[src/rtl/mux4_arbiter.sv]
// Round-robin owner arbiter for four 1-bit requesters sharing one line through a mux4.
// Grant latency is 1 cycle and out is combinational; requesters keep req high until granted.

module mux4 (
  input  logic       a,
  input  logic       b,
  input  logic       c,
  input  logic       d,
  input  logic [1:0] sel,
  output logic       y
);
  always_comb begin
    case (sel)
      2'd0:    y = a;
      2'd1:    y = b;
      2'd2:    y = c;
      default: y = d;
    endcase
  end
endmodule

module mux4_arbiter #(
  parameter int unsigned MAX_HOLD = 4
) (
  input  logic       clk,
  input  logic       reset_n,
  input  logic [3:0] req,
  input  logic [3:0] data,
  output logic [3:0] grant,
  output logic [1:0] control,
  output logic       valid,
  output logic       out
);
  typedef enum logic {IDLE, BUSY} state_t;

  localparam logic [3:0] HOLD_MAX = 4'(MAX_HOLD);

  state_t     state_q, state_d;
  logic [3:0] grant_q, grant_d;
  logic [1:0] control_q, control_d;
  logic       valid_q, valid_d;
  logic [1:0] ptr_q, ptr_d;
  logic [3:0] hold_q, hold_d;

  logic [3:0] others;
  logic [1:0] next_ptr;
  logic [1:0] pick_idle;
  logic [1:0] pick_next;
  logic       release_own;
  logic       mux_y;

  // Highest-priority set bit starting at p and wrapping; lower k overrides higher k.
  function automatic logic [1:0] rr_pick(input logic [3:0] r, input logic [1:0] p);
    logic [1:0] idx;
    rr_pick = p;
    for (int k = 3; k >= 0; k--) begin
      idx = p + 2'(k);
      if (r[idx]) rr_pick = idx;
    end
  endfunction

  assign others      = req & ~grant_q;
  assign next_ptr    = control_q + 2'd1;
  assign pick_idle   = rr_pick(req, ptr_q);
  assign pick_next   = rr_pick(others, next_ptr);
  assign release_own = !req[control_q] || ((hold_q == HOLD_MAX) && (|others));

  always_comb begin
    state_d   = state_q;
    grant_d   = grant_q;
    control_d = control_q;
    valid_d   = valid_q;
    ptr_d     = ptr_q;
    hold_d    = hold_q;
    if (state_q == IDLE) begin
      if (|req) begin
        state_d   = BUSY;
        control_d = pick_idle;
        grant_d   = 4'd1 << pick_idle;
        valid_d   = 1'b1;
        hold_d    = 4'd1;
      end
    end else begin
      if (release_own) begin
        ptr_d = next_ptr;
        // The released owner is masked out so it cannot win again while others wait.
        if (|others) begin
          control_d = pick_next;
          grant_d   = 4'd1 << pick_next;
          hold_d    = 4'd1;
        end else begin
          state_d = IDLE;
          grant_d = 4'd0;
          valid_d = 1'b0;
          hold_d  = 4'd0;
        end
      end else if (hold_q < HOLD_MAX) begin
        hold_d = hold_q + 4'd1;
      end
    end
  end

  always_ff @(posedge clk or negedge reset_n) begin
    if (!reset_n) begin
      state_q   <= IDLE;
      grant_q   <= 4'd0;
      control_q <= 2'd0;
      valid_q   <= 1'b0;
      ptr_q     <= 2'd0;
      hold_q    <= 4'd0;
    end else begin
      state_q   <= state_d;
      grant_q   <= grant_d;
      control_q <= control_d;
      valid_q   <= valid_d;
      ptr_q     <= ptr_d;
      hold_q    <= hold_d;
    end
  end

  mux4 u_mux4 (
    .a   (data[0]),
    .b   (data[1]),
    .c   (data[2]),
    .d   (data[3]),
    .sel (control_q),
    .y   (mux_y)
  );

  assign out     = mux_y & valid_q;
  assign grant   = grant_q;
  assign control = control_q;
  assign valid   = valid_q;
endmodule

[config.mk]
export PLATFORM = sky130hd
export DESIGN_NAME = mux4_arbiter
export DESIGN_NICKNAME = d
export VERILOG_FILES = /design/src/rtl/mux4_arbiter.sv
export SDC_FILE = /design/constraint.sdc
export NUM_CORES = 1
export LEC_CHECK = 0
export ABC_AREA = 1
export CAP_MARGIN = 20
export CORE_UTILIZATION = 45
export DETAILED_ROUTE_END_ITERATION = 16
export DONT_BUFFER_PORTS = 1
export GPL_TIMING_DRIVEN = 0
export PLACE_DENSITY_LB_ADDON = 0.15
export SLEW_MARGIN = 25
export SYNTH_ARGS = -nofsm -noshare
export SYNTH_HDL_FRONTEND = slang
export SYNTH_SLANG_ARGS = --single-unit
[constraint.sdc]
create_clock -name clk -period 2.3 [get_ports clk]
set_clock_uncertainty 0.1 [all_clocks]
set_input_delay 0 -clock clk [delete_from_list [all_inputs] [get_ports clk]]
set_output_delay 0 -clock clk [all_outputs]
set_load 0.01 [all_outputs]
==> impl_results.md, run 1 <==
- Syn-to-layout area delta: 8.261%
- Main synth FF type: dfrtp_1
- Inserted Diodes: 0
- Via Count: ~1300
- Worst slew margin: 56.57%
- Fmax: 0.4702 GHz
- CP endpoint kind: flip-flop
- Top cells by count, synth: nand2_1 (76), inv_1 (31), nand3_1 (22)
- CP delay by family, top: simple AND/OR/NAND/NOR gates
- First-pass GRT wire length: 5140 um
- Final core occ: 50.98%
- Die area: 3079 um^2
- Crit path depth: 14
- CP max FO: 9
- Number of buffers and inverters on the critical path: 2
- CP arrival: 2.25 ns
- Clock transition at path regs: 0.08 ns
- Drt wl/cell: 11.84 um
- Gr usage total: 20.63%
- Synth Register Bits: 14
- Hold Crit Depth: 4
- Total global routing overflow: 0
- Ys Warns: 0
- Post-Syn Area per Cell: 6.160 um^2
- Sequential share of the synthesized area: between 20% and 30%
- Vias/cell: 5.305
- Post-Synthesis Cells: 209
- Worst-Margin Slew: approximately 0.65 ns
- Vias in the first global route: 1233
- Routed Antenna Nets: 0
- Initial antenna violation count: 0
- Largest stage delay on the critical path: 0.50 ns
- R2R cell count: 14
- Number of synthesized flops with an enable pin: 0
- Nets: 233
- Largest net degree at the start of global routing: 15
- Root buf cell: clkbuf_4
- CTS sink cnt: 14
- Crit path top cell by count: nand2_2
- Startpoint Class: flip-flop
- Row cnt: 19
- CP max-delay cell: dfrtp_2
- Reg-to-reg endpoint: grant[1]$_DFFE_PN0P_
- Ranking of synthesized cells by area: dfrtp_1 (27%), nand2_1 (22%), inv_1 (9.0%)
- Top cell type's share of synthesized area: a little over a quarter
- Fin. max-slew vios: 0
- Syn nets: 225
- Hold Slack: approximately 0.02 ns
- Dpl cells: 240
- Initial DRC count: ~70
- H-tree lvl count: 1
- TritonCTS clock tree: yes
- I/O pin total: 18
- Finished Layout Cells: roughly 250
- Core area: 2734 um^2
- Max cap viols: 0
- Final HPWL DP: 2330 um
- Hold violation count in the final report: 0
- Die extent in y: around 55 um
- Count leader, synth: nand2_1
- Post-synthesis async set-or-reset flop share: 100.0%
- Hold endpoint: state_q$_DFF_PN0_
- Distinct cells, synth: 25
- Count of final setup violators: 0
- RSZ-0062 raised after global routing: false
- Post-synthesis instance area: 1287 um^2
- Crit Path Category: reg -> reg
- Status: completed
- Hold_sp: req[3]
- Crit share post-route: 92.47%
- Pre-Repair DR Iteration Count: 4
- IO buf count: 0
- Detailed Route WL: roughly 2900 um
- Max clock buf depth: 2
- Flop-to-flop setup slack: ~0.17 ns
- Initial core utilization: 47.09%
- Worst-Skew Late Latency: ~0.28 ns
- Die X: around 55 um
- Worst-path cell chain: inv_4, ha_2, xor2_2, inv_1, nand2_1, nand2_1, nand2_2, nand2_2, nand2_2, nand2_2, nand3_1, nor2_1, nor2_1, nor2_1
- R2R Path Start: control[0]$_DFFE_PN0P_
- TritonCTS buffer count: 3
- Req. time, crit path: about 2.4 ns
- Hold Path Class: in -> reg
- Final GP Congestion: 0.8801
- Remaining routing DRC violations: 0
- Post-synth top area cell: dfrtp_1
- Minimum clock period: 2.127 ns
- Layout cells sized above 1: 13.02%
==> sequential cells by signal (all words and copies together) (netlist names) <==
signal	flops
hold_q	4
control	2
valid	1
ptr_q	2
state_q	1
grant	4
==> final cells by class <==
type | instances | area [um^2]
sequential | 14 | 352.8
timing repair buffer | 3 | 30.03
fill | 285 | 1340
tap | 31 | 38.79
multi-input combinational | 157 | 793.3
inverter | 36 | 137.6
clock buffer | 3 | 22.52
buffer | 2 | 18.77
==> cell usage in the layout, fill, tap and decap left out, types with 5 or more instances in the layout <==
| cell | n |
|---|---|
| dfrtp_1 | 12 |
| ha_1 | 5 |
| o21ai_0 | 6 |
| nand2_2 | 6 |
| nand2_1 | 76 |
| nor2_1 | 14 |
| o21ai_1 | 5 |
| inv_1 | 31 |
| nand3_1 | 22 |
| a21oi_1 | 5 |
==> logic make-up after synthesis <==
kind of cell	after synthesis	synth area share [%]
and+or+nand+nor	128	44.41
DFF	14	27.21
adders and majority gates	6	5.831
buffers and inverters	38	11.95
xor gates and xnor gates	1	0.6804
AOI/OAI and AO/OA	22	9.913
==> worst reg2reg max path: cells and delay by family, from the launching register on <==
| kind | cells | cell delay, ns |
|---|---|---|
| simple gates | 10 | 0.73 |
| xor+xnor | 1 | 0.19 |
| fa+ha+maj | 1 | 0.32 |
| flops | 1 | 0.50 |
| buf+inv | 2 | 0.22 |
==> metrics by stage <==
stage | area (um^2) | worst slack [ns] | setup TNS, ns
finish | 1394 | 0.1732 | 0
global route | 1394 | 0.01444 | 0
CTS | 1380 | 0.05515 | 0
detailed placement | 1326 | -0.01775 | -0.01775
global placement | 1326 | -0.006668 | -0.006668
floorplan | 1287 | 0.2650 | 0
==> how the worst max path moves through the flow <==
| stage | start | endpoint | slack, ns |
|---|---|---|---|
| after floorplan | control[0]$_DFFE_PN0P_ | control[0]$_DFFE_PN0P_ | 0.26 |
| after global placement | control[0]$_DFFE_PN0P_ | control[1]$_DFFE_PN0P_ | -0.007 |
| after detailed placement | control[0]$_DFFE_PN0P_ | control[1]$_DFFE_PN0P_ | -0.02 |
| after CTS | control[0]$_DFFE_PN0P_ | control[1]$_DFFE_PN0P_ | 0.06 |
| after global routing | control[0]$_DFFE_PN0P_ | grant[1]$_DFFE_PN0P_ | 0.01 |
| final | control[0]$_DFFE_PN0P_ | grant[1]$_DFFE_PN0P_ | 0.17 |
==> layer usage <==
metal  GRT usage [%]  vias up  part of all wire, %
met5               0        -                    0
met4           7.143        0                 0.93
met3           3.279        3                  5.8
met2           35.80       37                   50
met1           25.89      593                   43
li1                -      672                    -
==> what timing repair did <==
| item | 4_1_cts | 5_1_grt |
|---|---|---|
| endpoints found under the hold margin | 15 | 0 |
| setup endpoints to repair | 1 | 6 |
| gates resized for setup | 1 | 5 |
| hold buffers | 3 | 0 |
| setup buffers | 0 | 0 |
Power of run 1 is left out: the tool's default activity adds up to more than one toggle a clock period on the data nets, which glitch-free logic cannot reach.
==> run 2, diff against run 1 <==
--- a/config.mk
+++ b/config.mk
@@ -7,6 +7,7 @@
 export LEC_CHECK = 0
 export ABC_AREA = 1
 export CAP_MARGIN = 20
+export CORE_MARGIN = 5
 export CORE_UTILIZATION = 45
 export DETAILED_ROUTE_END_ITERATION = 16
 export DONT_BUFFER_PORTS = 1
==> constraint.sdc (replaced) <==
create_clock -name clk -period 2.3 [get_ports clk]
set_clock_uncertainty 0.1 [all_clocks]
set_input_delay 0 -clock clk [delete_from_list [all_inputs] [get_ports clk]]
set_output_delay 0 -clock clk [all_outputs]
set_load 0.1 [all_outputs]
==> impl_results.md, run 2 (synthesized netlist as in run 1, its figures left out) <==
- Req. time, crit path: between 2 and 2.5 ns
- Fmax: 0.4544 GHz
- Via Count: 1322
- IO buf count: 0
- Worst-Margin Slew: 0.7545 ns
- Crit share post-route: 95.69%
- Total global routing overflow: 0
- Crit Path Category: reg -> out
- Met2 WL: about 1700 um
- Minimum clock period: 2.201 ns
- Commonest cells after routing, fill and taps aside: nand2_1 (73), inv_1 (29), nand3_1 (21)
- Hold violation count in the final report: 0
- TritonCTS clock tree: yes
- Final HPWL DP: 2474 um
- Largest net degree at the start of global routing: 15
- WL met1: 1298 um
- Fin. max-slew vios: 0
- CP endpoint kind: output pin
- DR top layer: met4
- CP arrival: between 2 and 2.5 ns
- CTS sink cnt: 14
- WL met3: 165 um
- Routed Antenna Nets: 0
- Nets: between 200 and 250
- Row cnt: 19
- Finished Layout Cells: 250
- Clock transition at path regs: about 0.090 ns
- Max cap viols: 0
- Die extent in y: 63.49 um
- Die area: 4031 um^2
- Remaining routing DRC violations: 0
- Core area: 2758 um^2
- Initial DRC count: approximately 80
- Initial core utilization: 46.69%
- R2R cell count: 14
- Worst-Skew Late Latency: around 0.28 ns
- I/O pin total: 18
- Commonest non-fill, non-tap cell in the layout: nand2_1
- Layout cells sized above 1: 20.09%
- Vias/cell: about 5.3
- CP max FO: 8
- Hold Crit Depth: 4
- Initial antenna violation count: 0
- Pre-Repair DR Iteration Count: 4
- Gr usage total: 15.98%
- Syn-to-layout area delta: 16.03%
- Count of final setup violators: 0
- Vias in the first global route: between 1000 and 1500
- Die X: 63.49 um
- Startpoint Class: flip-flop
- Max clock buf depth: 2
- Drt wl/cell: about 13 um
- Worst slew margin: 49.77%
- Hold Path Class: in -> reg
- First-pass GRT wire length: 5347 um
- Dpl cells: 240
- Root buf cell: clkbuf_4
- H-tree lvl count: 1
- Final GP Congestion: ~0.88
- Detailed Route WL: between 3000 and 4000 um
- Inserted Diodes: 0
- TritonCTS buffer count: 3
- Status: completed
run 2: cell count changes in the layout (fill, tap and decap cells not counted), sizes merged:
cell	delta
buf	+3
clkbuf	+1
run 2: through the flow:
stage	setup TNS [ns]	area, um^2	setup slack [ns]	util [%]	hold slack [ns]
after floorplan	0	1299	0.01394	-	-0.3956
after CTS	0	1446	0.01588	52.45	0.01877
final	0	1494	0.09907	54.17	0.02476
after global routing	-0.04015	1494	-0.01840	54.17	0.04682
after global placement	-1.398	1338	-0.2494	48.50	-0.3952
after detailed placement	-1.748	1346	-0.2768	48.82	-0.3953
run 2: final timing paths:
kind / startpoint / to / slack [ns]
worst max-delay path: control[0]$_DFFE_PN0P_ / out / 0.1
worst min-delay path: req[3] / state_q$_DFF_PN0_ / 0.02
worst max register to register: control[1]$_DFFE_PN0P_ / grant[1]$_DFFE_PN0P_ / 0.1
worst min register to register: hold_q[2]$_DFFE_PN0P_ / hold_q[2]$_DFFE_PN0P_ / 0.45
max in group asynchronous: reset_n / grant[0]$_DFFE_PN0P_ / 1.58
min in group asynchronous: reset_n / hold_q[0]$_DFFE_PN0P_ / 0.06
run 2: area by class of cell:
type	count	area, um^2
flip-flops and latches	14	374.1
fillers	274	1264
plain buffers	2	18.77
well taps	31	38.79
multi-input cells	157	830.8
clock buffers	4	36.28
repair buffers	6	52.55
inverters	36	142.6
run 2: repair_timing:
action / 4_1_cts / 5_1_grt
endpoints found under the setup margin: 9 / 8
hold endpoints to repair: 16 / 0
resized for setup: 13 / 10
buffers inserted: 1 / 2
hold buffers: 3 / 0
pin swaps: 0 / 2
run 2: per-layer routing:
metal / track usage [%] / vias to the layer above
met5: 0 / -
met4: 5.714 / 0
met3: 2.309 / 6
met2: 29.06 / 27
met1: 18.68 / 609
li1: - / 680
run 2: worst max-delay path: stages, from the launching register on:
cell and delay, ns:
dfrtp_4 0.66, inv_6 0.11, buf_4 0.16, ha_1 0.15
nand2_1 0.09, a31oi_4 0.64
Power of run 2 is left out for the same reason.
==> run 3, diff against run 2 <==
--- a/config.mk
+++ b/config.mk
@@ -12,6 +12,7 @@
 export DETAILED_ROUTE_END_ITERATION = 16
 export DONT_BUFFER_PORTS = 1
 export GPL_TIMING_DRIVEN = 0
+export HOLD_SLACK_MARGIN = 0.1
 export PLACE_DENSITY_LB_ADDON = 0.15
 export SLEW_MARGIN = 25
 export SYNTH_ARGS = -nofsm -noshare
==> impl_results.md, run 3 (synthesized netlist as in run 1, its figures left out) <==
- Status: completed
- Finished Layout Cells: 255
- Drt wl/cell: between 10 and 15 um
- Inserted Diodes: 0
- Largest stage delay on the critical path: 0.65 ns
- Hold_sp: req[1]
- CP arrival: between 2 and 2.5 ns
- Filler cell count: around 270
- Via Count: 1343
- Final HPWL DP: about 2500 um
- TritonCTS clock tree: yes
- Crit path top cell by count: nand2_2
- Pre-Repair DR Iteration Count: 4
- Core area: between 2000 and 3000 um^2
- Final GP Congestion: between 0.8 and 0.9
- Final core occ: 56.08%
- Commonest non-fill, non-tap cell in the layout: nand2_1
- Initial antenna violation count: 0
- R2R cell count: 14
- CP max FO: 5
- H-tree lvl count: 1
- Largest net degree at the start of global routing: 15
- Worst-path cell chain: inv_4, ha_4, xor2_2, inv_2, nand2_2, nand2_1, nand2_2, nand2_2, nand2_2, nand2_2, nand3_2, nor2_1, nor2_1, nor2_1
- Max cap viols: 0
- Die area: 4031 um^2
- DP Area: between 1000 and 1500 um^2
- Root buf cell: clkbuf_4
- Clock transition at path regs: 0.09 ns
- Gr usage total: between 15 and 20%
- I/O pin total: 18
- Dpl cells: 240
- Commonest cells after routing, fill and taps aside: nand2_1 (73), inv_1 (29), nand3_1 (21)
- Hold Slack: 0.1773 ns
- TritonCTS buffer count: 3
- Count of final setup violators: 0
- Minimum clock period: between 2 and 2.5 ns
- CP endpoint kind: flip-flop
- Max clock buf depth: 2
- Hold violation count in the final report: 0
- Initial core utilization: between 40% and 50%
- Fmax: 0.4523 GHz
- Fin. max-slew vios: 0
- Nets: approximately 240
- Worst-Margin Slew: about 0.75 ns
- Total global routing overflow: 0
- Layout cells sized above 1: around a fifth
- CTS sink cnt: 14
- Routed Antenna Nets: 0
- Cell area after layout: between 1500 and 2000 um^2
- Syn-to-layout area delta: 20.12%
- Initial DRC count: 66
- Worst slew margin: 49.85%
- Flop-to-flop setup slack: 0.09 ns
- Remaining routing DRC violations: 0
- First-pass GRT wire length: between 5000 and 6000 um
- R2R Path Start: control[1]$_DFFE_PN0P_
- Hold Path Class: in -> reg
- Vias/cell: ~5.3
- IO buf count: 0
- Crit share post-route: 96.12%
- Hold Crit Depth: 7
- Die X: between 60 and 70 um
- Row cnt: 19
- Detailed Route WL: 3247 um
- Req. time, crit path: 2.41 ns
- CP max-delay cell: dfrtp_4
- Worst-Skew Late Latency: 0.28 ns
- Hold endpoint: control[1]$_DFFE_PN0P_
- Crit Path Category: reg -> reg
- Die extent in y: approximately 63 um
- Reg-to-reg endpoint: grant[3]$_DFFE_PN0P_
- Startpoint Class: flip-flop
- Vias in the first global route: 1274
[run 3: stage by stage]
step	setup WS [ns]	TNS, ns
6_report	0.08913	0
2_1_floorplan	0.01394	0
5_1_grt	-0.01509	-0.03485
4_1_cts	0.01588	0
3_5_place_dp	-0.2768	-1.748
3_3_place_gp	-0.2494	-1.398
[run 3: critical path: cells and delay by family, from the launching register on]
| family | cells | cell delay (ns) |
|---|---|---|
| xor gates and xnor gates | 1 | 0.19 |
| and+or+nand+nor | 10 | 0.73 |
| buffers and inverters | 2 | 0.19 |
| DFF | 1 | 0.65 |
| adders and majority gates | 1 | 0.27 |
[run 3: worst max-delay path by stage]
| stage | start | cells past startpoint | slack [ns] | end |
|---|---|---|---|---|
| 6_report | control[1]$_DFFE_PN0P_ | 14 | 0.09 | grant[3]$_DFFE_PN0P_ |
| 5_1_grt | control[1]$_DFFE_PN0P_ | 14 | -0.02 | control[0]$_DFFE_PN0P_ |
| 4_1_cts | control[1]$_DFFE_PN0P_ | 14 | 0.02 | grant[1]$_DFFE_PN0P_ |
| 3_5_place_dp | control[1]$_DFFE_PN0P_ | 13 | -0.28 | control[1]$_DFFE_PN0P_ |
| 3_3_place_gp | control[1]$_DFFE_PN0P_ | 13 | -0.25 | control[1]$_DFFE_PN0P_ |
| 2_1_floorplan | control[1]$_DFFE_PN0P_ | 14 | 0.01 | control[0]$_DFFE_PN0P_ |
[run 3: what timing repair did]
| action | CTS | global route |
|---|---|---|
| resized for setup | 13 | 11 |
| endpoints found under the setup margin | 9 | 9 |
| setup buffers | 1 | 2 |
| hold endpoints to repair | 23 | 0 |
| pin swaps | 0 | 2 |
| hold buffers | 8 | 0 |
[run 3: final cells by class]
type                       instances  area [um^2]  share of cell area [%]
multi-input combinational        157        833.3                   53.88
buffer                             2        18.77                   1.214
timing repair buffer              11        102.6                   6.634
tap                               31        38.79                   2.508
sequential                        14        374.1                   24.19
inverter                          36        142.6                   9.223
clock buffer                       4        36.28                   2.346
[run 3: metal layers]
metal | GRT usage [%] | part of all wire [%]
met5 | 0 | 0
met4 | 5.714 | 1.4
met3 | 1.954 | 4.8
met2 | 29.82 | 53
met1 | 19.11 | 41
Power of run 3 is left out for the same reason.
